File: config.mk
export PLATFORM = sky130hd
export DESIGN_NAME = key_event_unit_flat
export DESIGN_NICKNAME = d
export VERILOG_FILES = /design/src/rtl/key_event_pkg.sv /design/src/rtl/key_event_if.sv /design/src/rtl/key_priority_encoder.sv /design/src/rtl/key_event_unit.sv /design/src/flat_wrapper.sv
export SDC_FILE = /design/constraint.sdc
export NUM_CORES = 1
export LEC_CHECK = 0
export ABC_AREA = 1
export BUFFER_PORTS_ARGS = -buffer_cell sky130_fd_sc_hd__buf_2
export CORE_AREA = 3 3 40 42
export CTS_BUF_LIST = sky130_fd_sc_hd__clkbuf_4 sky130_fd_sc_hd__clkbuf_8
export DETAILED_ROUTE_END_ITERATION = 10
export DIE_AREA = 0 0 43 45
export PLACE_DENSITY_LB_ADDON = 0.12
export RECOVER_POWER = 100
export SLEW_MARGIN = 20
export SYNTH_ARGS = -nofsm -noshare
export SYNTH_HDL_FRONTEND = slang
export SYNTH_SLANG_ARGS = --single-unit
File: constraint.sdc
create_clock -name CLK -period 1.9 [get_ports CLK]
set_clock_uncertainty 0.05 [all_clocks]
set_input_delay 0.19 -clock CLK [delete_from_list [all_inputs] [get_ports CLK]]
set_output_delay 0.19 -clock CLK [all_outputs]
set_load 0.02 [all_outputs]
File: src/rtl/key_event_pkg.sv
// Shared types and helpers for the key event unit.
package key_event_pkg;

    // Key tracking states used by the hold-to-repeat logic.
    typedef enum logic [1:0] {
        KE_IDLE   = 2'd0,
        KE_HOLD   = 2'd1,
        KE_REPEAT = 2'd2
    } ke_state_t;

    // Hold counter width: wide enough for the larger of the two repeat intervals.
    function automatic int ke_cnt_width(input int delay, input int period);
        int m;
        m = (delay > period) ? delay : period;
        return (m > 1) ? $clog2(m) : 1;
    endfunction

endpackage

File: src/rtl/key_event_if.sv
// One-entry valid/ready event channel from the key event unit to the terminal FSM.
interface key_event_if
    import key_event_pkg::*;
#(
    parameter int CODE_W = 2
);
    logic              KeyValid;
    logic              KeyReady;
    logic [CODE_W-1:0] KeyCode;
    logic              KeyRepeat;
    logic              KeyDrop;

    modport master (output KeyValid, KeyCode, KeyRepeat, KeyDrop, input KeyReady);
    modport slave  (input KeyValid, KeyCode, KeyRepeat, KeyDrop, output KeyReady);
endinterface

File: src/rtl/key_priority_encoder.sv
// Picks the lowest-index rising key and flags when more than one key rose.
module key_priority_encoder
    import key_event_pkg::*;
#(
    parameter int NUM_KEYS = 4,
    parameter int CODE_W   = $clog2(NUM_KEYS)
) (
    input  logic [NUM_KEYS-1:0] rise,
    output logic [CODE_W-1:0]   win_idx,
    output logic                any_rise,
    output logic                multi_rise
);

    // Scan from the top down so the lowest set bit is the last one written.
    always_comb begin
        win_idx = '0;
        for (int i = NUM_KEYS - 1; i >= 0; i--) begin
            if (rise[i]) win_idx = CODE_W'(i);
        end
        any_rise   = |rise;
        multi_rise = |(rise & (rise - NUM_KEYS'(1)));
    end

endmodule

File: src/rtl/key_event_unit.sv
// Turns debounced key levels into single key-press events on a one-entry slot.
// Hold-to-repeat is compiled in only when KEY_AUTO_REPEAT_EN is defined.
//
//   state     | meaning
//   KE_IDLE   | no key tracked
//   KE_HOLD   | key tracked, counting toward the first repeat
//   KE_REPEAT | key tracked, counting the repeat period
module key_event_unit
    import key_event_pkg::*;
#(
    parameter int NUM_KEYS      = 4,
    parameter int REPEAT_DELAY  = 25_000_000,
    parameter int REPEAT_PERIOD = 5_000_000
) (
    input  logic                CLK,
    input  logic                RST_N,
    input  logic [NUM_KEYS-1:0] KeyIn,
    key_event_if.master         evt
);

    localparam int CODE_W = $clog2(NUM_KEYS);

    if (NUM_KEYS < 2 || NUM_KEYS > 16 || REPEAT_DELAY < 1 || REPEAT_PERIOD < 1) begin : g_bad_cfg
        $error("key_event_unit: unsupported parameter set");
    end

    logic [NUM_KEYS-1:0] key_prev;
    logic [NUM_KEYS-1:0] rise_q;
    logic [CODE_W-1:0]   win_idx;
    logic                any_rise;
    logic                multi_rise;
    logic                ev_valid;
    logic [CODE_W-1:0]   ev_code;
    logic                ev_rep;
    logic                slot_valid;
    logic [CODE_W-1:0]   slot_code;
    logic                slot_rep;
    logic                drop_q;
    logic                load_ok;

    // Edge detect; key_prev follows KeyIn during reset so held keys never fire.
    always_ff @(posedge CLK) begin
        key_prev <= KeyIn;
        if (!RST_N) rise_q <= '0;
        else        rise_q <= KeyIn & ~key_prev;
    end

    key_priority_encoder #(
        .NUM_KEYS (NUM_KEYS),
        .CODE_W   (CODE_W)
    ) u_prio (
        .rise       (rise_q),
        .win_idx    (win_idx),
        .any_rise   (any_rise),
        .multi_rise (multi_rise)
    );

`ifdef KEY_AUTO_REPEAT_EN
    localparam int CNT_W = ke_cnt_width(REPEAT_DELAY, REPEAT_PERIOD);
    localparam logic [CNT_W-1:0] DLY_LAST = CNT_W'(REPEAT_DELAY - 1);
    localparam logic [CNT_W-1:0] PER_LAST = CNT_W'(REPEAT_PERIOD - 1);

    ke_state_t         state, state_nxt;
    logic [CNT_W-1:0]  hold_cnt, hold_cnt_nxt;
    logic [CODE_W-1:0] held_key, held_key_nxt;

    // Tracker registers.
    always_ff @(posedge CLK) begin
        if (!RST_N) begin
            state    <= KE_IDLE;
            hold_cnt <= '0;
            held_key <= '0;
        end else begin
            state    <= state_nxt;
            hold_cnt <= hold_cnt_nxt;
            held_key <= held_key_nxt;
        end
    end

    // New presses preempt everything; a release beats a same-cycle repeat.
    always_comb begin
        state_nxt    = state;
        hold_cnt_nxt = hold_cnt;
        held_key_nxt = held_key;
        ev_valid     = 1'b0;
        ev_code      = win_idx;
        ev_rep       = 1'b0;
        if (any_rise) begin
            ev_valid     = 1'b1;
            state_nxt    = KE_HOLD;
            held_key_nxt = win_idx;
            hold_cnt_nxt = '0;
        end else begin
            case (state)
                KE_HOLD, KE_REPEAT: begin
                    if (!key_prev[held_key]) begin
                        state_nxt    = KE_IDLE;
                        hold_cnt_nxt = '0;
                    end else if (hold_cnt == ((state == KE_HOLD) ? DLY_LAST : PER_LAST)) begin
                        ev_valid     = 1'b1;
                        ev_code      = held_key;
                        ev_rep       = 1'b1;
                        state_nxt    = KE_REPEAT;
                        hold_cnt_nxt = '0;
                    end else begin
                        hold_cnt_nxt = hold_cnt + CNT_W'(1);
                    end
                end
                default: begin
                    state_nxt    = KE_IDLE;
                    hold_cnt_nxt = '0;
                end
            endcase
        end
    end
`else
    assign ev_valid = any_rise;
    assign ev_code  = win_idx;
    assign ev_rep   = 1'b0;
`endif

    assign load_ok = !slot_valid || evt.KeyReady;

    // Single-entry output slot; a blocked event or any losing rise pulses the drop flag.
    always_ff @(posedge CLK) begin
        if (!RST_N) begin
            slot_valid <= 1'b0;
            slot_code  <= '0;
            slot_rep   <= 1'b0;
            drop_q     <= 1'b0;
        end else begin
            drop_q <= (any_rise && multi_rise) || (ev_valid && !load_ok);
            if (ev_valid && load_ok) begin
                slot_valid <= 1'b1;
                slot_code  <= ev_code;
                slot_rep   <= ev_rep;
            end else if (slot_valid && evt.KeyReady) begin
                slot_valid <= 1'b0;
            end
        end
    end

    assign evt.KeyValid  = slot_valid;
    assign evt.KeyCode   = slot_code;
    assign evt.KeyRepeat = slot_rep;
    assign evt.KeyDrop   = drop_q;

endmodule

File: src/flat_wrapper.sv
// flat-port wrapper written by rule: the top's interface ports become plain ports
module key_event_unit_flat import key_event_pkg::*;
#(
    parameter int NUM_KEYS      = 4,
    parameter int REPEAT_DELAY  = 25_000_000,
    parameter int REPEAT_PERIOD = 5_000_000
)
  (CLK, RST_N, KeyIn, evt_KeyValid, evt_KeyCode, evt_KeyRepeat, evt_KeyDrop, evt_KeyReady);
  key_event_if #(.CODE_W(2)) evt_i ();
  input  logic CLK;
  input  logic RST_N;
  input  logic [NUM_KEYS-1:0] KeyIn;
  output wire logic [$bits(evt_i.KeyValid)-1:0] evt_KeyValid;
  output wire logic [$bits(evt_i.KeyCode)-1:0] evt_KeyCode;
  output wire logic [$bits(evt_i.KeyRepeat)-1:0] evt_KeyRepeat;
  output wire logic [$bits(evt_i.KeyDrop)-1:0] evt_KeyDrop;
  input wire logic [$bits(evt_i.KeyReady)-1:0] evt_KeyReady;
  assign evt_KeyValid = evt_i.KeyValid;
  assign evt_KeyCode = evt_i.KeyCode;
  assign evt_KeyRepeat = evt_i.KeyRepeat;
  assign evt_KeyDrop = evt_i.KeyDrop;
  assign evt_i.KeyReady = evt_KeyReady;
  key_event_unit #(.NUM_KEYS(NUM_KEYS), .REPEAT_DELAY(REPEAT_DELAY), .REPEAT_PERIOD(REPEAT_PERIOD)) u_core (.CLK(CLK), .RST_N(RST_N), .KeyIn(KeyIn), .evt(evt_i));
endmodule
==> metrics list, run 1 <==
- Across every metal layer, demand over resource in global routing totals 8.787%.
- The final max-slew violation count was 0.
* Initial DRC count: 3
* Final setup slack of the worst path: 0.8145 ns
* Fin util: 41.77%
- The tool flagged a number of max-cap violations equal to 0.
- Clock tree synthesis selected as its root buffer the cell sky130_fd_sc_hd__clkbuf_4.
- CTS built an H-tree with a depth of 1.
- The synthesized netlist contains 11 unique library cells.
- Fin Setup TNS: 0 ns
- Synthesized instance count: 53
- For this run, the number of Yosys warnings is 0.
- Sequential-to-total area share from yosys stat: 58.01%
- First-pass iteration count of the detailed router: 3
- In this run the critical register-to-register path is launched from u_core.rise_q[2].
- Count of final hold-check violations: 0
- Area of the placeable core: 0.001285 mm^2
- Proportion of netlist area held by the largest area contributor: 58.01%
* Number of nets in the synthesized netlist: 60
* Post-detailed-route wirelength per cell: 7.560 um
* Mean area per synthesized cell: 7.814 um^2
- Traced cell by cell, the critical path runs through clkbuf_1.
- After detailed routing, the number of remaining DRC violations is 0.
- CP Class: flip-flop to output port
- M3 GR Usage: 3.984%
- Total clock buffers created by CTS: 3
- The initialized floorplan defines 13 standard-cell rows.
- Die Area: 0.001935 mm^2
- From synthesis to final layout, the design area changed by 29.61%.
- Setup repair after global routing left no endpoint under its margin.
* Max frequency: 921.2 MHz
* Most Crowded Layer GR: met2
- Worst reg2reg path endpoint: u_core.evt.KeyCode[0]
- Via count of the first global-routing pass: 316
- For met1 alone, demand over resource in global routing was 10.51%.
* Total number of clock tree sinks: 12
- The post-route netlist has 15.94% of its cells at a drive strength greater than 1.
- In this run the most critical hold path is launched from RST_N.
* Routability-driven placement congestion ratio: 0.6358
* Latest clock arrival within the worst-skew pair: 0.26 ns
- The tightest min-delay check is of the input port to flip-flop type.
- Fill cells in the final layout number 145.
- Data required time at the worst endpoint: 1.66 ns
- Slowest cell on crit path: sky130_fd_sc_hd__dfxtp_1
- After synthesis the netlist holds a flip-flop and latch count of 12.
* Placement-stage worst setup slack: 0.9616 ns
- IR analysis of the VDD net gives a maximum drop of 0.4432 mV.
* Fin crit period: 1.085 ns
- From left edge to right edge, the die measures 43 um.
- The flow ran to the end, and the final reports show no timing, DRC or antenna violations.
* Count of cells along the worst hold path: 3
* Via/cell ratio: 3.952
- First-pass GRT wire length: 1.221 mm
- sky130_fd_sc_hd__dfxtp_1 takes more of the synthesized area than any other cell.
- In the post-synthesis netlist, the biggest area contributors are sky130_fd_sc_hd__dfxtp_1 58%, sky130_fd_sc_hd__nand2_1 11%, sky130_fd_sc_hd__nor2_1 11%, sky130_fd_sc_hd__inv_1 5.4%, sky130_fd_sc_hd__a21oi_1 3.6%.
- Number of cells on the critical path: 1
* Number of cells on the worst reg-to-reg path: 6
- Final Power: 527.4 uW
- Once the floorplan was initialized, standard cells occupied 32.23% of the core.
* Total of endpoints with negative setup slack in the final report: 0
- After synthesis the cells add up to 414.1 um^2.
- The worst setup path is captured at an output port.
- Kind of launch point of the worst setup path: flip-flop
- The count of nets left with antenna violations once routing finished came out at 0.
- Total I/O pin count: 12
- Sum of net half-perimeters after detailed placement: 457.7 um
* Cell family with the largest share of critical-path delay: flip-flops
- The placed instances occupy a cell area of 470.5 um^2.
- The floorplan step set the die height to 45 um.
- Worst hold path endpoint: u_core.rise_q[0]
- Total Nets Final: 77
- Detailed-route via count: 332
* Setup slack of the most critical reg-to-reg path: 0.96 ns
- Total global routing overflow: 0
- Entering global routing, the biggest net connects 9 pins.
- The initial antenna violation count is 0.
- TritonCTS built the clock tree.
- The clock passes through at most 2 buffers.
- Top fanout value on the critical path: 3
- After routing the design area is 536.8 um^2.
- For this design the ratio of total power to cell area is 982.6 mW/mm^2.
- The number of buffers and inverters on the critical path is 1.
- Worst path arrival time: 0.85 ns
- The number of antenna diodes in the final layout is 0.
- Global routing met2 resource utilization: 11.98%
- Of the available clock period, the critical path in the final layout requires 57.13%.
- Lkg Pwr: 0.0002511 uW
- Total routed wirelength: 635 um
* Worst path max stage delay: 0.35 ns
- Clock-pin slew was measured on the worst setup and hold paths at 0.07 ns.
- Port bufs: 10
## cells in the mapped netlist (all sizes together)
cell    count
a21oi       3
clkbuf      1
conb        1
nor2       14
dfxtp      12
inv         6
nand2      14
buf         1
o21ai       1
## layer usage
metal	share of wire (%)	vias up
met5	0	-
li1	-	187
met2	43	10
met4	1.4	0
met3	8.5	2
met1	47	133
## metrics by stage
stage | hold WS [ns] | cells
final | 0.1572 | 84
after global routing | 0.1548 | 84
after CTS | 0.1510 | 84
after detailed placement | 0.2577 | 76
after global placement | 0.2563 | 76
after floorplan | 0.1677 | 53
## area by class of cell
class | count | area, um^2 | share of cell area [%]
sequential | 12 | 240.2 | 44.76
timing repair buffer | 14 | 82.58 | 15.38
inverter | 6 | 22.52 | 4.196
clock buffer | 4 | 36.28 | 6.760
multi-input combinational | 33 | 136.4 | 25.41
tap | 15 | 18.77 | 3.497
## sequential cells by signal, indices dropped and copies added, names as in the netlist
| register | flops |
|---|---|
| u_core.evt.KeyDrop | 1 |
| u_core.evt.KeyCode | 2 |
| u_core.key_prev | 4 |
| u_core.evt.KeyValid | 1 |
| u_core.rise_q | 4 |
## power breakdown
group          switching (uW)  internal, uW  leakage, uW
Clock                    80.3           116    0.0000210
Sequential               6.92           266    0.0000995
Combinational            34.5          23.3     0.000131
Total                     122           406     0.000251
## worst max-delay path by stage
| stage | startpoint | to | slack, ns |
|---|---|---|---|
| floorplan | u_core.evt.KeyValid | u_core.evt.KeyCode[1] | 0.91 |
| global placement | u_core.evt.KeyValid | u_core.evt.KeyCode[1] | 0.95 |
| detailed placement | u_core.evt.KeyValid | u_core.evt.KeyCode[1] | 0.96 |
| CTS | u_core.evt.KeyValid | evt_KeyValid | 0.87 |
| global route | u_core.evt.KeyValid | evt_KeyValid | 0.76 |
| finish | u_core.evt.KeyValid | evt_KeyValid | 0.81 |
## cell usage in the layout (no fill, tap or decap)
cell,count
sky130_fd_sc_hd__nor2_1,13
sky130_fd_sc_hd__nand2_1,12
sky130_fd_sc_hd__dfxtp_1,12
sky130_fd_sc_hd__inv_1,6
sky130_fd_sc_hd__clkbuf_1,6
sky130_fd_sc_hd__dlygate4sd3_1,4
sky130_fd_sc_hd__buf_2,4
sky130_fd_sc_hd__a21oi_1,3
sky130_fd_sc_hd__clkbuf_4,3
sky130_fd_sc_hd__nand2_2,2
sky130_fd_sc_hd__nor2_2,1
sky130_fd_sc_hd__o21ai_0,1
sky130_fd_sc_hd__conb_1,1
sky130_fd_sc_hd__clkbuf_8,1
## cell families after synthesis
family	count (synthesis)	synth area share, %
AOI/OAI and AO/OA	4	4.832
buffers and inverters	8	8.458
DFF	12	58.01
other	1	0.9055
and+or+nand+nor	28	27.79
## repair_timing
item                      in CTS  in global routing
hold endpoints to repair       4                  0
hold buffers                   4                  0
resized for setup              0                  0
setup buffers                  0                  0
(Power assumes the default switching activity.)
==> run 2: changes to the inputs <==
Settings changed: ABC_AREA 1 to 0.
Clock period 1.9 ns to 1.1 ns, I/O delays scaled along.
==> run 2 against run 1 <==
Effect of this change: the flow now finishes with violations (negative setup slack); sequential share of layout area fell by 1.1 points; combinational power up 73%; non-clock buffer count is 2 higher; clock power grew 72%; area after synthesis is 0.30% lower; setup slack got worse by 0.94 ns; final area grew 3.5%; largest cell class unchanged; global-route usage down 1.2 points.
==> metrics list, run 2 <==
* Final setup slack of the worst path: -0.1241 ns (was 0.8145 ns)
- The final number of hold-violating endpoints came to 0 (unchanged).
- The worst-skew pair later-pin latency was 0.27 ns (was 0.26 ns).
- Die Area: 0.001935 mm^2 (unchanged)
* Fraction of final layout cells sized beyond drive strength 1: 30.36% (was 15.94%)
- Run status: finished with violations (was finished clean)
* Post-CTS Setup Bufs: 0 (unchanged)
* Buffer levels on the longest clock path: 2 (unchanged)
* Total I/O pin count: 12 (unchanged)
* Launching point of the worst reg2reg path: u_core.evt.KeyValid (was u_core.rise_q[2])
- The horizontal extent of the die was 43 um (unchanged).
- Async set or reset register ratio after synthesis: 0% (unchanged)
- Placed insts: 63 (was 76)
* Failing checks: negative setup slack
* Post-synth top area cell: sky130_fd_sc_hd__dfxtp_1 (unchanged)
- The startpoint of the tightest hold check path is RST_N (unchanged).
- The required time of the critical path is 1.21 ns (was 1.66 ns).
- Top fanout value on the critical path: 7 (was 3)
- DRC violations left: 0 (unchanged)
- The number of sinks driven by the clock tree was 12 (unchanged).
* Leading cell type in the layout, fill and taps excluded: sky130_fd_sc_hd__dfxtp_1 (was sky130_fd_sc_hd__nor2_1)
* Cell with the most instances after synthesis: sky130_fd_sc_hd__dfxtp_1
- The leakage power summed over all cells is 0.0002505 uW (was 0.0002511 uW).
* Top_reg_cell synth: sky130_fd_sc_hd__dfxtp_1 (unchanged)
- Max rail drop VDD: 0.6123 mV (was 0.4432 mV)
- Netlist Area Pre-Place: 412.9 um^2 (was 414.1 um^2)
* Cell family with the largest share of critical-path delay: flip-flops (unchanged)
- The CTS tree is yes (unchanged).
- Sequential-to-total area share from yosys stat: 58.18% (was 58.01%)
- Crit-path cells: nor2b_4, maj3_2, o311a_1 (was clkbuf_1).
- Master cell of the clock root buffer: sky130_fd_sc_hd__clkbuf_4 (unchanged)
* H-Tree Depth: 1 (unchanged)
- The final max-slew violation count is 0 (unchanged).
- The type of the setup path with the least slack was flip-flop to flip-flop (was flip-flop to output port).
- The launching element type of the critical path was a flip-flop (unchanged).
* Source of the critical timing path: u_core.evt.KeyValid (unchanged)
- Total routed wirelength: 751 um (was 635 um)
- Tcrit/Tclk final: 111.3%
* First-pass GRT wire length: 1.014 mm (was 1.221 mm)
- Row count: 13 (unchanged)
- Post-detailed-route wirelength per cell: 10.58 um (was 7.560 um)
- Mean area per synthesized cell: 10.87 um^2 (was 7.814 um^2)
- Y dimension of the die: 45 um (unchanged)
- The final-stage net count came to 64 (was 77).
- Count of antenna-violating nets left after detailed routing: 0 (unchanged)
- Max frequency: 816.9 MHz
- The initial antenna violation count came to 0 (unchanged).
- The number of max-cap violations is 0 (unchanged).
- Seq cells post-synth: 12 (unchanged)
- Total clock buffers created by CTS: 3 (unchanged)
- The number of synthesized flops with an enable pin came to 0 (unchanged).
* Hold Crit Class: input port to flip-flop (unchanged)
- Fin crit period: 1.224 ns
- Most instantiated cells after synthesis: 12 x sky130_fd_sc_hd__dfxtp_1, 7 x sky130_fd_sc_hd__nor2_1, 3 x sky130_fd_sc_hd__nand2_1 (was 12 x sky130_fd_sc_hd__dfxtp_1, 12 x sky130_fd_sc_hd__nand2_1, 12 x sky130_fd_sc_hd__nor2_1).
- Synth area leaders: sky130_fd_sc_hd__dfxtp_1 58%, sky130_fd_sc_hd__nor2_1 6.4%, sky130_fd_sc_hd__nor2b_4 3.3%, sky130_fd_sc_hd__o41a_2 3.0%, sky130_fd_sc_hd__buf_6 2.7% (was sky130_fd_sc_hd__dfxtp_1 58%, sky130_fd_sc_hd__nand2_1 11%, sky130_fd_sc_hd__nor2_1 11%, sky130_fd_sc_hd__inv_1 5.4%, sky130_fd_sc_hd__a21oi_1 3.6%).
- The total negative slack for setup checks came to -0.1241 ns (was 0 ns).
- The number of standard cells after synthesis is 38 (was 53).
- Yosys cell types: 18 (was 11)
- The number of global-route vias before repair was 279 (was 316).
* Total global routing overflow: 0 (unchanged)
* Initial DRC count: 0 (was 3)
* Worst path arrival time: 1.33 ns (was 0.85 ns)
- First-pass iteration count of the detailed router: 1 (was 3)
* Via/cell ratio: 4.549 (was 3.952)
* Antenna diode count: 0 (unchanged)
- Areal power density over the cells: 1643 mW/mm^2 (was 982.6 mW/mm^2)
* Sum of net half-perimeters after detailed placement: 563.3 um (was 457.7 um)
- The total number of yosys warnings came to 0 (unchanged).
- Initial Utilization: 32.13% (was 32.23%)
- Number of nets in the synthesized netlist: 45 (was 60)
* Proportion of netlist area held by the largest area contributor: 58.18% (was 58.01%)
* Port bufs: 10 (unchanged)
- Commonest non-fill, non-tap cells in the layout: 10 x sky130_fd_sc_hd__dfxtp_1, 7 x sky130_fd_sc_hd__nor2_1, 6 x sky130_fd_sc_hd__clkbuf_1, 4 x sky130_fd_sc_hd__dlygate4sd3_1 (was 13 x sky130_fd_sc_hd__nor2_1, 12 x sky130_fd_sc_hd__nand2_1, 12 x sky130_fd_sc_hd__dfxtp_1, 6 x sky130_fd_sc_hd__inv_1, 6 x sky130_fd_sc_hd__clkbuf_1)
- The clock transition time at the flip-flop clock pins of the worst setup and hold paths is 0.07 ns (about the same).
- Worst path max stage delay: 0.32 ns (was 0.35 ns)
- Non-filler cells, final: 71 (was 84)
* Area of the placeable core: 0.001285 mm^2 (unchanged)
- Pin count of the biggest net entering global routing: 9 (unchanged)
* Setup repair after global routing missed its margin: true (was false)
* Number of buffer and inverter instances along the worst setup path: 0 (was 1)
- The global-route usage over all layers was 7.628% (was 8.787%).
- Slowest cell on crit path: sky130_fd_sc_hd__dfxtp_2 (was sky130_fd_sc_hd__dfxtp_1)
* Routability-driven placement congestion ratio: 0.6723 (was 0.6358)
- Total of endpoints with negative setup slack in the final report: 1 (was 0)
- The signed area change from the synthesized netlist to the final layout came to 34.55% (was 29.61%).
- The type of destination of the critical path was a flip-flop (was output port).
* Final Power: 912.9 uW (was 527.4 uW)
- Detailed-route via count: 323 (was 332)
## run 2: changes by cell type after synthesis, sizes merged, moves of 2 or more
cell / change
a21oi: -2
nor2: -7
inv: -4
o221a: +2
nand2: -11
## run 2: routing by layer
metal  wire, um  up-vias  GRT usage, %
li1           -      164             -
met1        279      148         6.388
met2        405       11         13.47
met3         66        0         3.187
met4          0        0         7.229
met5          0        -             0
## run 2: cell type report
cell class	instances	area, um^2
Clock buffer	4	36.28
Inverter	2	7.507
Sequential cell	12	242.7
Tap cell	15	18.77
Timing Repair Buffer	16	97.59
Multi-Input combinational cell	22	152.6
Fill cell	139	729.5
## run 2: worst paths after layout
| check | end | slack, ns | cells past startpoint |
|---|---|---|---|
| setup reg to reg | u_core.evt.KeyDrop | -0.12 | 3 |
| hold / removal | u_core.rise_q[1] | 0.07 | 3 |
| hold reg to reg | u_core.rise_q[1] | 0.33 | 1 |
| setup / recovery | u_core.evt.KeyDrop | -0.12 | 3 |
## run 2: worst reg2reg max path: cells and delay by family, from the launching register on
family / cells / cell delay (ns)
flops: 1 / 0.32
compound gates: 1 / 0.30
fa+ha+maj: 1 / 0.31
simple gates: 1 / 0.14
## run 2: logic make-up after synthesis
| family | share of synthesized area, % |
|---|---|
| flops | 58.18 |
| buf+inv | 6.365 |
| compound gates | 13.94 |
| simple gates | 17.88 |
| fa+ha+maj | 2.727 |
| other cells | 0.9082 |
## run 2: stage by stage
stage | util, % | setup slack [ns] | hold slack, ns | instance area [um^2]
after global routing | 43.23 | -0.1346 | 0.07064 | 555.5
final | 43.23 | -0.1241 | 0.06799 | 555.5
after floorplan | - | -0.2090 | 0.08772 | 414.1
after detailed placement | 37.29 | -0.1134 | 0.1783 | 479.2
after global placement | 37.29 | -0.06637 | 0.1738 | 479.2
after CTS | 43.23 | -0.1282 | 0.06031 | 555.5
## run 2: repair_timing
action / 4_1_cts / 5_1_grt
pin swaps: 0 / 1
setup endpoints to repair: 2 / 3
hold buffers: 4 / 0
hold endpoints to repair: 4 / 0
resized for setup: 0 / 2
## run 2: power breakdown
part	total, uW	internal (uW)	switching, uW
Sequential	474	460	14.7
Clock	338	201	137
Combinational	100	50.3	50.0
Total	913	711	202
